## config.mk

```make
export PLATFORM = sky130hd
export DESIGN_NAME = inst_fetch_flat
export DESIGN_NICKNAME = d
export VERILOG_FILES = /design/src/rtl/inst_fetch_if.sv /design/src/rtl/inst_fetch.sv /design/src/flat_wrapper.sv
export SDC_FILE = /design/constraint.sdc
export NUM_CORES = 1
export LEC_CHECK = 0
export ABC_AREA = 0
export CORE_MARGIN = 10
export CORE_UTILIZATION = 25
export DETAILED_ROUTE_END_ITERATION = 8
export GPL_ROUTABILITY_DRIVEN = 0
export GPL_TIMING_DRIVEN = 0
export PLACE_DENSITY_LB_ADDON = 0.08
export SLEW_MARGIN = 0
export SYNTH_ARGS = -nofsm -noshare
export SYNTH_HDL_FRONTEND = slang
export SYNTH_SLANG_ARGS = --single-unit
```

## constraint.sdc

```tcl
create_clock -name clk -period 6.2 [get_ports clk]
set_clock_uncertainty 0.15 [all_clocks]
set_input_delay 1.86 -clock clk [delete_from_list [all_inputs] [get_ports clk]]
set_output_delay 1.86 -clock clk [all_outputs]
set_load 0.01 [all_outputs]
```

## src/rtl/inst_fetch_if.sv

```systemverilog
// Fetch-stage bus bundle: PC-register link, instruction-memory request/response
// and the decode-side valid/ready payload.
interface inst_fetch_if #(
  parameter int unsigned ADDR_W = 32,
  parameter int unsigned DATA_W = 32
);
  logic [ADDR_W-1:0] pc_i;
  logic              pc_en_o;
  logic              flush_i;
  logic              inst_req_o;
  logic [ADDR_W-1:0] inst_addr_o;
  logic              inst_addr_ok_i;
  logic              inst_data_ok_i;
  logic [DATA_W-1:0] inst_rdata_i;
  logic              id_valid_o;
  logic              id_ready_i;
  logic [ADDR_W-1:0] id_pc_o;
  logic [DATA_W-1:0] id_inst_o;
  logic              id_adel_o;

  modport master (
    input  pc_i, flush_i, inst_addr_ok_i, inst_data_ok_i, inst_rdata_i, id_ready_i,
    output pc_en_o, inst_req_o, inst_addr_o, id_valid_o, id_pc_o, id_inst_o, id_adel_o
  );

  modport slave (
    output pc_i, flush_i, inst_addr_ok_i, inst_data_ok_i, inst_rdata_i, id_ready_i,
    input  pc_en_o, inst_req_o, inst_addr_o, id_valid_o, id_pc_o, id_inst_o, id_adel_o
  );
endinterface

```

## src/rtl/inst_fetch.sv

```systemverilog
// Instruction-fetch stage: one outstanding memory request at a time, holds the
// fetched {pc, inst} for decode and drops fetches overtaken by a flush.
module inst_fetch #(
  parameter int unsigned ADDR_W = 32,
  parameter int unsigned DATA_W = 32
) (
  input  logic          clk,
  input  logic          rst,
  inst_fetch_if.master  bus
);

  typedef enum logic [1:0] {
    S_REQ  = 2'd0,
    S_WAIT = 2'd1,
    S_FULL = 2'd2
  } state_t;

  state_t            state_q;
  logic [ADDR_W-1:0] addr_q;
  logic              discard_q;
  logic              id_valid_q;
  logic [ADDR_W-1:0] id_pc_q;
  logic [DATA_W-1:0] id_inst_q;
  logic              id_adel_q;

  logic aligned_c;
  logic req_c;
  logic pc_en_c;

  assign aligned_c = (bus.pc_i[1:0] == 2'b00);

  // Request and PC advance react to addr_ok in the same cycle; both are gated by reset.
  always_comb begin
    req_c   = 1'b0;
    pc_en_c = 1'b0;
    if (rst && (state_q == S_REQ) && !bus.flush_i) begin
      if (aligned_c) begin
        req_c   = 1'b1;
        pc_en_c = bus.inst_addr_ok_i;
      end else begin
        pc_en_c = 1'b1;
      end
    end
  end

  always_ff @(posedge clk or negedge rst) begin
    if (!rst) begin
      state_q    <= S_REQ;
      addr_q     <= '0;
      discard_q  <= 1'b0;
      id_valid_q <= 1'b0;
      id_pc_q    <= '0;
      id_inst_q  <= '0;
      id_adel_q  <= 1'b0;
    end else begin
      case (state_q)
        S_REQ: begin
          if (!bus.flush_i) begin
            if (aligned_c) begin
              if (bus.inst_addr_ok_i) begin
                addr_q  <= bus.pc_i;
                state_q <= S_WAIT;
              end
            end else begin
              // Misaligned PC never reaches memory; the fault travels to decode instead.
              id_pc_q    <= bus.pc_i;
              id_inst_q  <= '0;
              id_adel_q  <= 1'b1;
              id_valid_q <= 1'b1;
              state_q    <= S_FULL;
            end
          end
        end
        S_WAIT: begin
          if (bus.inst_data_ok_i) begin
            if (!discard_q && !bus.flush_i) begin
              id_pc_q    <= addr_q;
              id_inst_q  <= bus.inst_rdata_i;
              id_adel_q  <= 1'b0;
              id_valid_q <= 1'b1;
              state_q    <= S_FULL;
            end else begin
              discard_q <= 1'b0;
              state_q   <= S_REQ;
            end
          end else if (bus.flush_i) begin
            discard_q <= 1'b1;
          end
        end
        S_FULL: begin
          if (bus.flush_i) begin
            id_valid_q <= 1'b0;
            id_adel_q  <= 1'b0;
            state_q    <= S_REQ;
          end else if (bus.id_ready_i) begin
            id_valid_q <= 1'b0;
            state_q    <= S_REQ;
          end
        end
        default: state_q <= S_REQ;
      endcase
    end
  end

  assign bus.inst_req_o  = req_c;
  assign bus.pc_en_o     = pc_en_c;
  assign bus.inst_addr_o = bus.pc_i;
  assign bus.id_valid_o  = id_valid_q;
  assign bus.id_pc_o     = id_pc_q;
  assign bus.id_inst_o   = id_inst_q;
  assign bus.id_adel_o   = id_adel_q;

endmodule

```

## src/flat_wrapper.sv

```systemverilog
// flat-port wrapper written by rule: the top's interface ports become plain ports
module inst_fetch_flat 
#(
  parameter int unsigned ADDR_W = 32,
  parameter int unsigned DATA_W = 32
)
  (clk, rst, bus_pc_i, bus_flush_i, bus_inst_addr_ok_i, bus_inst_data_ok_i, bus_inst_rdata_i, bus_id_ready_i, bus_pc_en_o, bus_inst_req_o, bus_inst_addr_o, bus_id_valid_o, bus_id_pc_o, bus_id_inst_o, bus_id_adel_o);
  inst_fetch_if #(.ADDR_W(ADDR_W), .DATA_W(DATA_W)) bus_i ();
  input  logic clk;
  input  logic rst;
  input wire logic [$bits(bus_i.pc_i)-1:0] bus_pc_i;
  input wire logic [$bits(bus_i.flush_i)-1:0] bus_flush_i;
  input wire logic [$bits(bus_i.inst_addr_ok_i)-1:0] bus_inst_addr_ok_i;
  input wire logic [$bits(bus_i.inst_data_ok_i)-1:0] bus_inst_data_ok_i;
  input wire logic [$bits(bus_i.inst_rdata_i)-1:0] bus_inst_rdata_i;
  input wire logic [$bits(bus_i.id_ready_i)-1:0] bus_id_ready_i;
  output wire logic [$bits(bus_i.pc_en_o)-1:0] bus_pc_en_o;
  output wire logic [$bits(bus_i.inst_req_o)-1:0] bus_inst_req_o;
  output wire logic [$bits(bus_i.inst_addr_o)-1:0] bus_inst_addr_o;
  output wire logic [$bits(bus_i.id_valid_o)-1:0] bus_id_valid_o;
  output wire logic [$bits(bus_i.id_pc_o)-1:0] bus_id_pc_o;
  output wire logic [$bits(bus_i.id_inst_o)-1:0] bus_id_inst_o;
  output wire logic [$bits(bus_i.id_adel_o)-1:0] bus_id_adel_o;
  assign bus_i.pc_i = bus_pc_i;
  assign bus_i.flush_i = bus_flush_i;
  assign bus_i.inst_addr_ok_i = bus_inst_addr_ok_i;
  assign bus_i.inst_data_ok_i = bus_inst_data_ok_i;
  assign bus_i.inst_rdata_i = bus_inst_rdata_i;
  assign bus_i.id_ready_i = bus_id_ready_i;
  assign bus_pc_en_o = bus_i.pc_en_o;
  assign bus_inst_req_o = bus_i.inst_req_o;
  assign bus_inst_addr_o = bus_i.inst_addr_o;
  assign bus_id_valid_o = bus_i.id_valid_o;
  assign bus_id_pc_o = bus_i.id_pc_o;
  assign bus_id_inst_o = bus_i.id_inst_o;
  assign bus_id_adel_o = bus_i.id_adel_o;
  inst_fetch #(.ADDR_W(ADDR_W), .DATA_W(DATA_W)) u_core (.clk(clk), .rst(rst), .bus(bus_i));
endmodule
```

[Word level (Yosys, flattened, before mapping)]
Index checks and enable logic that the tools add are counted.
Operators by class
  equality and inequality tests: 10
  mux-type cells: 36
  bitwise operators: 1
  reductions and logical operators: 16
Operator list (number)
  2-to-1 mux 32 bit: 8
  one-hot mux 32 bit (2 select lines): 2
  2-to-1 mux 1 bit: 16
  2-to-1 mux 2 bit: 7
  AND reduction 6 bit: 2
  != test 2 bit, second input constant: 5
  AND reduction 4 bit: 2
  != test 3 bit, second input constant: 2
  one-hot mux 1 bit (3 select lines): 2
  one-hot mux 2 bit (3 select lines): 1
  AND reduction 5 bit: 1
  zero test 2 bit: 2
  nonzero test 2 bit: 2
  logical AND 1 bit: 3
  AND reduction 3 bit: 1
  nonzero test 3 bit: 1
  equality test 2 x 1 -> 1 bit, second input constant: 1
  equality test 2 bit, second input constant: 1
  zero test 1 bit: 2
  != test 2 x 1 -> 1 bit, second input constant: 1
  NOT 1 bit: 1
Word-level totals
  flip-flop bits (word level): 101
  output and inout port bits: 100
  logic and storage cells: 70

[Longest topological paths before layout]
  depth after elaboration: 5
  gate-level depth with buffers: 9

[Worst setup path after synthesis]
OpenSTA, ideal clock, no wires.
  kind: input to output
  start: input bus_flush_i
  end: output bus_inst_req_o
  arrival: 2.399 ns
  required time: 4.190 ns
  slack: 1.791 ns
  cell stages on the path: 3
  cell sequence: buf_6 > nand3b_1 > nor3_1
Between the ends
  cells in the longest elaborated chain, start to end: 3
RTL lines
  from (decl): RTL line flat_wrapper.sv:12  | input wire logic [$bits(bus_i.flush_i)-1:0] bus_flush_i;
  zero test 1 bit: RTL line inst_fetch.sv:36  | if (rst && (state_q == S_REQ) && !bus.flush_i) begin
  logical AND 1 bit: RTL line inst_fetch.sv:36
  2-to-1 mux 1 bit: RTL line inst_fetch.sv:36
  to (decl): RTL line flat_wrapper.sv:18  | output wire logic [$bits(bus_i.inst_req_o)-1:0] bus_inst_req_o;
Every way passes these cells.

[Final worst setup path]
  start: input bus_pc_i[1]
  end: output bus_pc_en_o
Between the ends
  cells in the longest elaborated chain, start to end: 3
RTL lines
  from (decl): RTL line flat_wrapper.sv:11  | input wire logic [$bits(bus_i.pc_i)-1:0] bus_pc_i;
  zero test 2 bit: RTL line inst_fetch.sv:30  | assign aligned_c = (bus.pc_i[1:0] == 2'b00);
  2-to-1 mux 1 bit: RTL line inst_fetch.sv:37  | if (aligned_c) begin
  2-to-1 mux 1 bit: RTL line inst_fetch.sv:36
  to (decl): RTL line flat_wrapper.sv:17  | output wire logic [$bits(bus_i.pc_en_o)-1:0] bus_pc_en_o;
Every way passes these cells.

==> metrics <==
clk sinks 101; dominant cells by area after synthesis dfrtp_1 (55%), nand2_1 (8.2%), mux2_2 (7.6%); crit path from bus_pc_i[1]; fin util around two fifths; Placement Rows 49; vias in the first global route 3944; DR WL/cell between 15 and 20 microns; H-tree Lvls 3; RSZ-0062 raised after global routing false; HPWL after detailed placement about 10000 microns; clk_lat worst skew ~340 ps; Critical R2R Launch u_core.state_q[1]; Die X roughly 160 microns; relative slew slack between 40% and 50%; Post-CTS Hold Fix Bufs 0; CTS tree built; initial antenna violation count 1; P_leak 3.05 nW; share of cells above drive strength 1 15.6%; Synth Instances ~430; Clock Tree Buf Depth 2; fin crit period roughly 5400 ps; Post-CTS Setup Repair Bufs 0; Worst-path clk slew about 70 ps; Worst setup EP type output pin; post-synth top area share approximately 55%; Synth area leader dfrtp_1; final WL about 14000 microns; Antenna Diode Count 0; I/O Pins 170; register area roughly 2500 sq um; Root Buffer Master clkbuf_16; Max Freq 185 MHz; first-pass GRT wire length 22600 microns; Initial Util 25.4%; initial drt markers between 150 and 200; grt ovf 0; post-CTS resize count 0; Final period util between 80% and 90%; cell area after synthesis between 4000 and 5000 sq um; clock buffer count from CTS 9; Synth cell types 26; warnings from Yosys 0; die area 24200 sq um; post-route ant nets 0; largest net degree at the start of global routing 66; Worst Hold Class flop to flop; fill cell count approximately 1800; syn avg cell area 10.8 sq um; area occupied by multi-input gates ~1700 sq um; core outline area ~18000 sq um; Max VDD drop 0.159 mV; worst hold slack between 300 and 400 ps; PD cells roughly 390 nW/um^2; total track usage 11.7%; status finished clean; via count ~3600; CP Data Required Time 4190 ps; Crit Path Max Fanout 6; IO Port Bufs 168; worst reg-to-reg path cell count 7; Area Overhead vs Synth 50.6%; count of pins over their slew limit 0; Hold Vio Cnt, Final 0; Max-cap violations 0; CP Launch Type input port; FF-to-FF setup slack around 3700 ps; Detailed Routing Iterations Pass 1 4; number of synthesized register bits 101; Die Y-Extent between 150 and 200 microns; Tot Pwr about 2.7 mW; worst-margin pin slew 823 ps; Setup CP Type input port to output pin; R2R Path End u_core.bus.id_pc_o[27]; # setup viols final 0; register area share after synthesis approximately 55%; post-synth net total around 500; Worst Path Arrival 3390 ps; Critical Path Sink bus_pc_en_o; Residual DRC 0; nets approximately 680; via/cell ratio approximately 4.3
[metal layers]
metal / GRT usage (%) / vias up / routed length [microns]
met1: 14.9 / 1758 / 6360
li1: - / 1751 / -
met2: 17.7 / 124 / 6260
met3: 5.62 / 8 / 1320
met5: 0 / - / 7
met4: 2.41 / 2 / 112
[how the worst min path moves through the flow]
stage          cells after the start                startpoint                  endpoint  slack (ps)
2_1_floorplan                      1          u_core.addr_q[0]          u_core.addr_q[0]         310
3_3_place_gp                       2  u_core.bus.id_inst_o[31]  u_core.bus.id_inst_o[31]         300
3_5_place_dp                       2  u_core.bus.id_inst_o[24]  u_core.bus.id_inst_o[24]         310
4_1_cts                            2  u_core.bus.id_inst_o[24]  u_core.bus.id_inst_o[24]         320
5_1_grt                            2  u_core.bus.id_inst_o[21]  u_core.bus.id_inst_o[21]         350
6_report                           2  u_core.bus.id_inst_o[24]  u_core.bus.id_inst_o[24]         320
[flip-flops by register name, indices dropped and copies added, names as in the netlist]
name,flops
u_core.bus.id_adel_o,1
u_core.state_q,2
u_core.bus.id_inst_o,32
u_core.addr_q,32
u_core.discard_q,1
u_core.bus.id_pc_o,32
u_core.bus.id_valid_o,1
[placed cells by master (no fill, tap or decap), types with 2 or more instances in the layout]
cell type,n
clkbuf_8,2
ha_1,7
nand2_1,100
clkdlybuf4s50_1,167
o21ai_0,25
nor2_1,8
inv_1,4
nor3_1,2
clkbuf_16,9
buf_6,5
nor2b_1,4
buf_2,9
dfrtp_1,101
clkbuf_1,12
mux2_2,31
o21ai_1,8
bufinv_16,2
mux2i_1,34
nand3_1,33
a21oi_1,3
buf_4,33
[critical path, stage by stage]
cell,delay [ps]
clkdlybuf4s50_1,700
nor3_1,130
nor2_1,140
clkdlybuf4s50_1,550
[cell type report]
type | instances | area share [%]
Multi-Input combinational cell | 263 | 24.1
Clock buffer | 13 | 3.77
Tap cell | 229 | 4.15
Sequential cell | 101 | 36.6
Buffer | 57 | 5.54
Timing Repair Buffer | 169 | 24.7
Clock inverter | 3 | 0.978
Inverter | 4 | 0.217
[cell families after synthesis]
| group | synth area share (%) |
|---|---|
| buf+inv | 8.67 |
| compound gates | 5.92 |
| flops | 55.1 |
| simple gates | 13.4 |
| fa+ha+maj | 1.91 |
| mux | 15.0 |
[cells in the mapped netlist, drive strengths merged]
master	number
a2111o	1
a2111oi	2
a21oi	3
a221oi	1
a22o	1
buf	47
clkbuf	10
dfrtp	101
ha	7
inv	4
mux2	31
mux2i	34
nand2	100
nand3	33
nand3b	1
nor2	8
nor2b	4
nor3	2
o21a	1
o21ai	33
o21bai	1
[through the flow]
step	instances	worst slack, ps	setup TNS (ps)	instance area [sq um]
after floorplan	425	1790	0	4590
after global placement	822	-3050	-117220	6560
after detailed placement	823	785	0	6580
after CTS	839	774	0	6910
after global routing	839	720	0	6910
final	839	802	0	6910
[where the power goes]
| group | total (mW) | internal, mW | leakage [nW] | switching, mW |
|---|---|---|---|---|
| registers | 1.02 | 0.895 | 1.29 | 0.123 |
| logic | 1.06 | 0.529 | 1.60 | 0.526 |
| clock network | 0.625 | 0.377 | 0.156 | 0.248 |
| total | 2.70 | 1.80 | 3.05 | 0.897 |
Power figures use the tool's default switching activity.
